### config.mk
export PLATFORM = sky130hd
export DESIGN_NAME = alu_pipe
export DESIGN_NICKNAME = d
export VERILOG_FILES = /design/src/rtl/alu_pipe.sv
export SDC_FILE = /design/constraint.sdc
export NUM_CORES = 1
export LEC_CHECK = 0
export ABC_AREA = 1
export BUFFER_PORTS_ARGS = -buffer_cell sky130_fd_sc_hd__buf_2
export CORE_UTILIZATION = 45
export CTS_CLUSTER_DIAMETER = 40
export CTS_CLUSTER_SIZE = 20
export DETAILED_ROUTE_END_ITERATION = 8
export PLACE_DENSITY_LB_ADDON = 0.15
export SLEW_MARGIN = 20
export SYNTH_ARGS = -nofsm -noshare
export SYNTH_HDL_FRONTEND = slang
export SYNTH_SLANG_ARGS = --single-unit
export TNS_END_PERCENT = 1
### constraint.sdc
create_clock -name clk -period 4.3 [get_ports clk]
set_input_delay 0.86 -clock clk [delete_from_list [all_inputs] [get_ports clk]]
set_output_delay 0.86 -clock clk [all_outputs]
set_load 0.1 [all_outputs]
### src/rtl/alu_pipe.sv
// alu_pipe -- registered ALU with valid/ready handshakes on both sides.
//
// One op is accepted per in_valid & in_ready transfer. Non-multiply ops load
// the output registers on the accepting edge, so the result is presented on
// the following cycle. An internal carry/shift flag (sc_q) persists across
// ops and feeds ADC.
//
// Optional feature macro: ALU_PIPE_MUL_EN
//   defined   -> MUL is an iterative shift-add multiplier (one bit per cycle,
//                IDLE/BUSY FSM, WIDTH+1 cycles from accept to out_valid).
//   undefined -> MUL is treated like the reserved opcode. No FSM is built.
//
// Ports
//   clk, reset_n          clock; synchronous active-low reset
//   in_valid / in_ready   input handshake (transfer = in_valid & in_ready)
//   alu_cmd, inA, inB     opcode and operands, sampled only on transfer
//   out_valid / out_ready output handshake (transfer = out_valid & out_ready)
//   rslt                  registered result
//   sc_o                  carry / borrow / shift-out (or overflow for MUL)
//   pari, zero, one       ^rslt, rslt==0, rslt==1
//   bad_op                op was reserved or disabled
//   sc_q                  current internal carry register
module alu_pipe #(
  parameter int WIDTH = 8,
  parameter int SHW   = $clog2(WIDTH)
) (
  input  logic             clk,
  input  logic             reset_n,
  input  logic             in_valid,
  output logic             in_ready,
  input  logic [3:0]       alu_cmd,
  input  logic [WIDTH-1:0] inA,
  input  logic [WIDTH-1:0] inB,
  output logic             out_valid,
  input  logic             out_ready,
  output logic [WIDTH-1:0] rslt,
  output logic             sc_o,
  output logic             pari,
  output logic             zero,
  output logic             one,
  output logic             bad_op,
  output logic             sc_q
);

  localparam logic [3:0] OP_ADD   = 4'b0000;
  localparam logic [3:0] OP_SUB   = 4'b0001;
  localparam logic [3:0] OP_ADC   = 4'b0010;
  localparam logic [3:0] OP_PASSA = 4'b0011;
  localparam logic [3:0] OP_PASSB = 4'b0100;
  localparam logic [3:0] OP_MUL   = 4'b0101;
  localparam logic [3:0] OP_NOR   = 4'b0110;
  localparam logic [3:0] OP_XOR   = 4'b0111;
  localparam logic [3:0] OP_AND   = 4'b1000;
  localparam logic [3:0] OP_OR    = 4'b1001;
  localparam logic [3:0] OP_SLL   = 4'b1010;
  localparam logic [3:0] OP_SRL   = 4'b1011;
  localparam logic [3:0] OP_EQ    = 4'b1100;
  localparam logic [3:0] OP_LT    = 4'b1101;
  localparam logic [3:0] OP_RXOR  = 4'b1110;
  localparam logic [3:0] OP_RSV   = 4'b1111;

  // Registered outputs
  logic             out_valid_reg;
  logic [WIDTH-1:0] rslt_reg;
  logic             sc_o_reg;
  logic             pari_reg;
  logic             zero_reg;
  logic             one_reg;
  logic             bad_reg;
  logic             sc_reg;

  logic accept;
  assign accept = in_valid & in_ready;

  // ------------------------------------------------------------------
  // Single-cycle datapath
  // ------------------------------------------------------------------
  logic [SHW-1:0]   sh_amt;
  logic             sh_hi;
  logic             sh_big;
  logic [WIDTH:0]   sum_w;
  logic [WIDTH:0]   dif_w;
  logic [WIDTH:0]   adc_w;
  logic [WIDTH:0]   sll_w;
  logic [WIDTH:0]   srl_w;
  logic [WIDTH-1:0] alu_res;
  logic             alu_sc;
  logic             alu_bad;
  logic             alu_upd_sc;

  assign sh_amt = inB[SHW-1:0];
  assign sh_hi  = |inB[WIDTH-1:SHW];

  // Any nonzero bit above the shift field means "shift by WIDTH or more".
  // For non-power-of-two widths the field itself can also exceed WIDTH-1.
  generate
    if ((1 << SHW) == WIDTH) begin : g_sh_pow2
      assign sh_big = sh_hi;
    end else begin : g_sh_npow2
      localparam logic [SHW-1:0] SH_LIM = SHW'(WIDTH);
      assign sh_big = sh_hi | (sh_amt >= SH_LIM);
    end
  endgenerate

  always_comb begin
    sum_w = {1'b0, inA} + {1'b0, inB};
    dif_w = {1'b0, inA} - {1'b0, inB};
    adc_w = sum_w + {{WIDTH{1'b0}}, sc_reg};
    // One guard bit beyond the result catches the last bit shifted out;
    // a zero shift leaves the guard bit clear, giving sc_o=0.
    sll_w = {1'b0, inA} << sh_amt;
    srl_w = {inA, 1'b0} >> sh_amt;

    alu_res    = '0;
    alu_sc     = 1'b0;
    alu_bad    = 1'b0;
    alu_upd_sc = 1'b0;
    case (alu_cmd)
      OP_ADD:   begin alu_res = sum_w[WIDTH-1:0]; alu_sc = sum_w[WIDTH]; alu_upd_sc = 1'b1; end
      OP_SUB:   begin alu_res = dif_w[WIDTH-1:0]; alu_sc = dif_w[WIDTH]; alu_upd_sc = 1'b1; end
      OP_ADC:   begin alu_res = adc_w[WIDTH-1:0]; alu_sc = adc_w[WIDTH]; alu_upd_sc = 1'b1; end
      OP_PASSA: alu_res = inA;
      OP_PASSB: alu_res = inB;
      OP_NOR:   alu_res = ~(inA | inB);
      OP_XOR:   alu_res = inA ^ inB;
      OP_AND:   alu_res = inA & inB;
      OP_OR:    alu_res = inA | inB;
      OP_SLL: begin
        alu_upd_sc = 1'b1;
        if (!sh_big) begin
          alu_res = sll_w[WIDTH-1:0];
          alu_sc  = sll_w[WIDTH];
        end
      end
      OP_SRL: begin
        alu_upd_sc = 1'b1;
        if (!sh_big) begin
          alu_res = srl_w[WIDTH:1];
          alu_sc  = srl_w[0];
        end
      end
      OP_EQ:    alu_res[0] = (inA == inB);
      OP_LT:    alu_res[0] = (inA < inB);
      OP_RXOR:  alu_res[0] = ^inB;
      // MUL lands here too; with the multiplier enabled it never loads
      // through this path.
      OP_MUL, OP_RSV: alu_bad = 1'b1;
      default:  alu_bad = 1'b1;
    endcase
  end

  // ------------------------------------------------------------------
  // Output-register load source
  // ------------------------------------------------------------------
  logic             ld_en;
  logic [WIDTH-1:0] ld_res;
  logic             ld_sc;
  logic             ld_bad;

`ifdef ALU_PIPE_MUL_EN
  typedef enum logic {IDLE, BUSY} state_t;

  localparam logic [SHW-1:0] CNT_LAST = SHW'(WIDTH - 1);

  state_t             state_reg;
  logic [2*WIDTH-1:0] mul_acc_reg;
  logic [2*WIDTH-1:0] mul_a_reg;
  logic [WIDTH-1:0]   mul_b_reg;
  logic [SHW-1:0]     mul_cnt_reg;
  logic [2*WIDTH-1:0] mul_sum;
  logic               is_mul;
  logic               mul_done;

  assign is_mul   = (alu_cmd == OP_MUL);
  assign mul_sum  = mul_acc_reg + (mul_b_reg[0] ? mul_a_reg : '0);
  // The final partial product is added on the same edge that loads the
  // outputs, so BUSY lasts exactly WIDTH cycles.
  assign mul_done = (state_reg == BUSY) && (mul_cnt_reg == CNT_LAST);
  assign in_ready = (state_reg == IDLE) && (!out_valid_reg || out_ready);

  always_comb begin
    if (mul_done) begin
      ld_en  = 1'b1;
      ld_res = mul_sum[WIDTH-1:0];
      ld_sc  = |mul_sum[2*WIDTH-1:WIDTH];
      ld_bad = 1'b0;
    end else begin
      ld_en  = accept && !is_mul;
      ld_res = alu_res;
      ld_sc  = alu_sc;
      ld_bad = alu_bad;
    end
  end

  always_ff @(posedge clk) begin
    if (!reset_n) begin
      state_reg   <= IDLE;
      mul_acc_reg <= '0;
      mul_a_reg   <= '0;
      mul_b_reg   <= '0;
      mul_cnt_reg <= '0;
    end else begin
      case (state_reg)
        IDLE: begin
          if (accept && is_mul) begin
            state_reg   <= BUSY;
            mul_acc_reg <= '0;
            mul_a_reg   <= {{WIDTH{1'b0}}, inA};
            mul_b_reg   <= inB;
            mul_cnt_reg <= '0;
          end
        end
        BUSY: begin
          mul_acc_reg <= mul_sum;
          mul_a_reg   <= mul_a_reg << 1;
          mul_b_reg   <= mul_b_reg >> 1;
          mul_cnt_reg <= mul_cnt_reg + 1'b1;
          if (mul_done) state_reg <= IDLE;
        end
        default: state_reg <= IDLE;
      endcase
    end
  end
`else
  assign in_ready = !out_valid_reg || out_ready;

  always_comb begin
    ld_en  = accept;
    ld_res = alu_res;
    ld_sc  = alu_sc;
    ld_bad = alu_bad;
  end
`endif

  // ------------------------------------------------------------------
  // Output and carry registers
  // ------------------------------------------------------------------
  always_ff @(posedge clk) begin
    if (!reset_n) begin
      out_valid_reg <= 1'b0;
      rslt_reg      <= '0;
      sc_o_reg      <= 1'b0;
      pari_reg      <= 1'b0;
      zero_reg      <= 1'b0;
      one_reg       <= 1'b0;
      bad_reg       <= 1'b0;
      sc_reg        <= 1'b0;
    end else begin
      if (ld_en) begin
        out_valid_reg <= 1'b1;
        rslt_reg      <= ld_res;
        sc_o_reg      <= ld_sc;
        bad_reg       <= ld_bad;
        pari_reg      <= ^ld_res;
        zero_reg      <= (ld_res == '0);
        one_reg       <= (ld_res == WIDTH'(1));
      end else if (accept || out_ready) begin
        // Any accept implies the old result was consumed (a MUL accept
        // starts BUSY with nothing to present).
        out_valid_reg <= 1'b0;
      end
      if (accept && alu_upd_sc) sc_reg <= alu_sc;
    end
  end

  assign out_valid = out_valid_reg;
  assign rslt      = rslt_reg;
  assign sc_o      = sc_o_reg;
  assign pari      = pari_reg;
  assign zero      = zero_reg;
  assign one       = one_reg;
  assign bad_op    = bad_reg;
  assign sc_q      = sc_reg;

endmodule

==> out/qor.yml <==
status: "finished clean"
ys.flop_type: "dfxtp_1"
p_int_uw: 339
die_w_um: 83.0
cts_setup_buffers: 0
met2_length_um: 4510
min_path_type: "register to register"
start_kind: "input port"
max_freq_mhz: 279
synthDistinctLibCells: 52
drive_above_1_share_pct: 15.1
vias_per_cell: 5.61
synth_top_area_cell: "nand2_1"
core-area_mm2: 0.00635
p_sw_uw: 359
num_rows: 29
synth.most_common_cell: "nand2_1"
final-hold-violation-count: 0
postRouteAntennaNets: 0
worstSetupEndpointType: "register"
clk_pin_slew_ps: 60
drc: 0
yosysSeqAreaShare_pct: 10.2
ios: 40
worst_slew_pin_slew_ps: 631
async_flop_share_pct: 0
r2r-start: "sc_q"
clockBufferDepth: 2
synth_cells: 504
clockRootBuffer: "clkbuf_8"
ir_worst_vdd_mv: 0.261
p_leak_uw: 0.00166
drt_first_pass_iters: 5
grt_antenna_before_repair: 0
met3_length_um: 686
route.top_layer_used: "met4"
syn_area_mm2: 0.00295
largest_reg_flops: 8
drt-met1-wl_um: 4020
htree_levels: 1
slew_headroom_pct: 57.9
post-route-min-period_ps: 3580
fin_util_pct: 50.7
clk_latency_ps: 250
synth_top_area_share_pct: 14.8
rrSetupSlack_ps: 1970
power_frac_comb_pct: 61.7
grt.total_usage_pct: 28.3
setup.worst_path.class: "input port to register"
seqPwrFrac_pct: 22.5
overflow: 0
synth.avg_cell_area_um2: 5.85
cts_tree: "done"
cp.required_ps: 4440
ys_seq_elements: 15
synth_area_leaders: "nand2_1 15%, ha_1 14%, dfxtp_1 10%"
syn_nets: 562
ff2ff_path_depth: 13
wirelength_um: 9560
setup_violations: 0
fin_worst_skew_ps: 5.88
area_growth_pct: 9.16
numPortBuffers: 39
finalSetupTns_ps: 0
die-area_mm2: 0.00688
cts_hold_buf: 0
arrival_ps: 3720
grt_pass1_vias: 3273
fin_nets: 594
die_h_um: 83.0
switching_share_pct: 51.4
pwr-share-clk_pct: 15.9
grt_max_degree: 25
antenna_cells: 0
drt-initial-drc-count: 230
rsz0062_at_grt: "false"
place_hpwl_um: 8020
grt_first_pass_wirelength_um: 15900
synth-edff-count: 0
synth_common_cells: "116 x nand2_1, 65 x inv_1, 43 x nor2_1"
drv_cap: 0
start_util_pct: 46.5
p_per_area_mw_per_mm2: 217
vias: 3431
cts_made_buffers: 3
fin_crit_sh_pct: 83.4
cts_sinks: 15
startpoint: "inB[0]"
cts_resized: 0
synth_warnings: 0
slew_viol_final: 0
regToRegEndpoint: "pari"
crit_end: "pari"
gp_congestion: 0.992
wire_per_inst_um: 15.6
cp_max_fo: 22
## worst min path at each step
stage               startpoint  endpoint  slack [ps]  cells past startpoint
finish                    sc_o      sc_o         470                      2
global route              sc_o      sc_o         480                      2
CTS                       sc_o      sc_o         470                      2
detailed placement        sc_o      sc_o         460                      2
global placement          sc_o      sc_o         460                      2
floorplan                 sc_o      sc_o         910                      2
## through the flow
stage | hold WS, ps | setup WS [ps] | instance area (um2) | instances | total power (uW)
2_1_floorplan | 906 | 948 | 2950 | 504 | 493
3_3_place_gp | 455 | 564 | 3180 | 608 | 586
3_5_place_dp | 458 | 464 | 3180 | 608 | 587
4_1_cts | 466 | 710 | 3220 | 612 | 698
5_1_grt | 479 | 370 | 3220 | 612 | 753
6_report | 466 | 716 | 3220 | 612 | 698
## routing by layer
layer	GRT usage [%]	vias to the layer above
met3	4.37	27
met4	13.3	0
met1	34.5	1517
met2	48.6	154
li1	-	1733
met5	0	-
## cell type report
type	instances	area, um2
Clock buffer	4	45.0
Sequential cell	15	300
Fill cell	705	3130
Tap cell	77	96.3
Multi-Input combinational cell	397	2270
Inverter	77	289
Timing Repair Buffer	42	218
## power by group through the flow
stage | Clock, uW | Sequential (uW) | Combinational [uW]
floorplan | 0 | 247 | 246
global placement | 0 | 160 | 426
detailed placement | 0 | 160 | 427
CTS | 113 | 157 | 428
global route | 119 | 158 | 477
finish | 111 | 157 | 430
## critical path: stages
cell and delay (ps):
buf_2 320, ha_1 330, fa_1 490, ha_1 310
a221oi_1 310, nand4_1 140, a21oi_2 200, ha_1 270
xor2_1 170, xnor2_1 120, o21ai_0 140, inv_1 50
## cell usage in the layout (no fill, tap or decap), types with 2 or more instances in the layout
master / count
nor3b_1: 2
inv_1: 65
a31oi_1: 2
o211ai_1: 6
a21oi_2: 2
buf_2: 39
inv_2: 12
xor2_1: 3
nor2_4: 2
or2_2: 3
nand3_1: 36
nand4_1: 15
o22ai_1: 9
buf_4: 3
nand2_1: 116
o21ai_2: 2
nand2_2: 7
o21ai_0: 31
dfxtp_1: 15
fa_1: 2
ha_1: 32
xnor2_1: 7
and2_1: 2
o21ai_1: 6
a21oi_1: 36
nor3_1: 7
nor2_1: 43
clkbuf_8: 3
nor2_2: 5
## kinds of logic after synthesis
| kind of cell | after synthesis | share of synthesized area [%] |
|---|---|---|
| buffers and inverters | 92 | 12.8 |
| XOR/XNOR | 10 | 2.97 |
| AND/OR/NAND/NOR | 246 | 38.1 |
| multiplexers | 1 | 0.339 |
| flip-flops | 15 | 10.2 |
| adder cells (fa/ha/maj) | 34 | 14.9 |
| AO/OA/AOI/OAI | 106 | 20.7 |
Note: power is estimated with default switching activity, not from simulation.
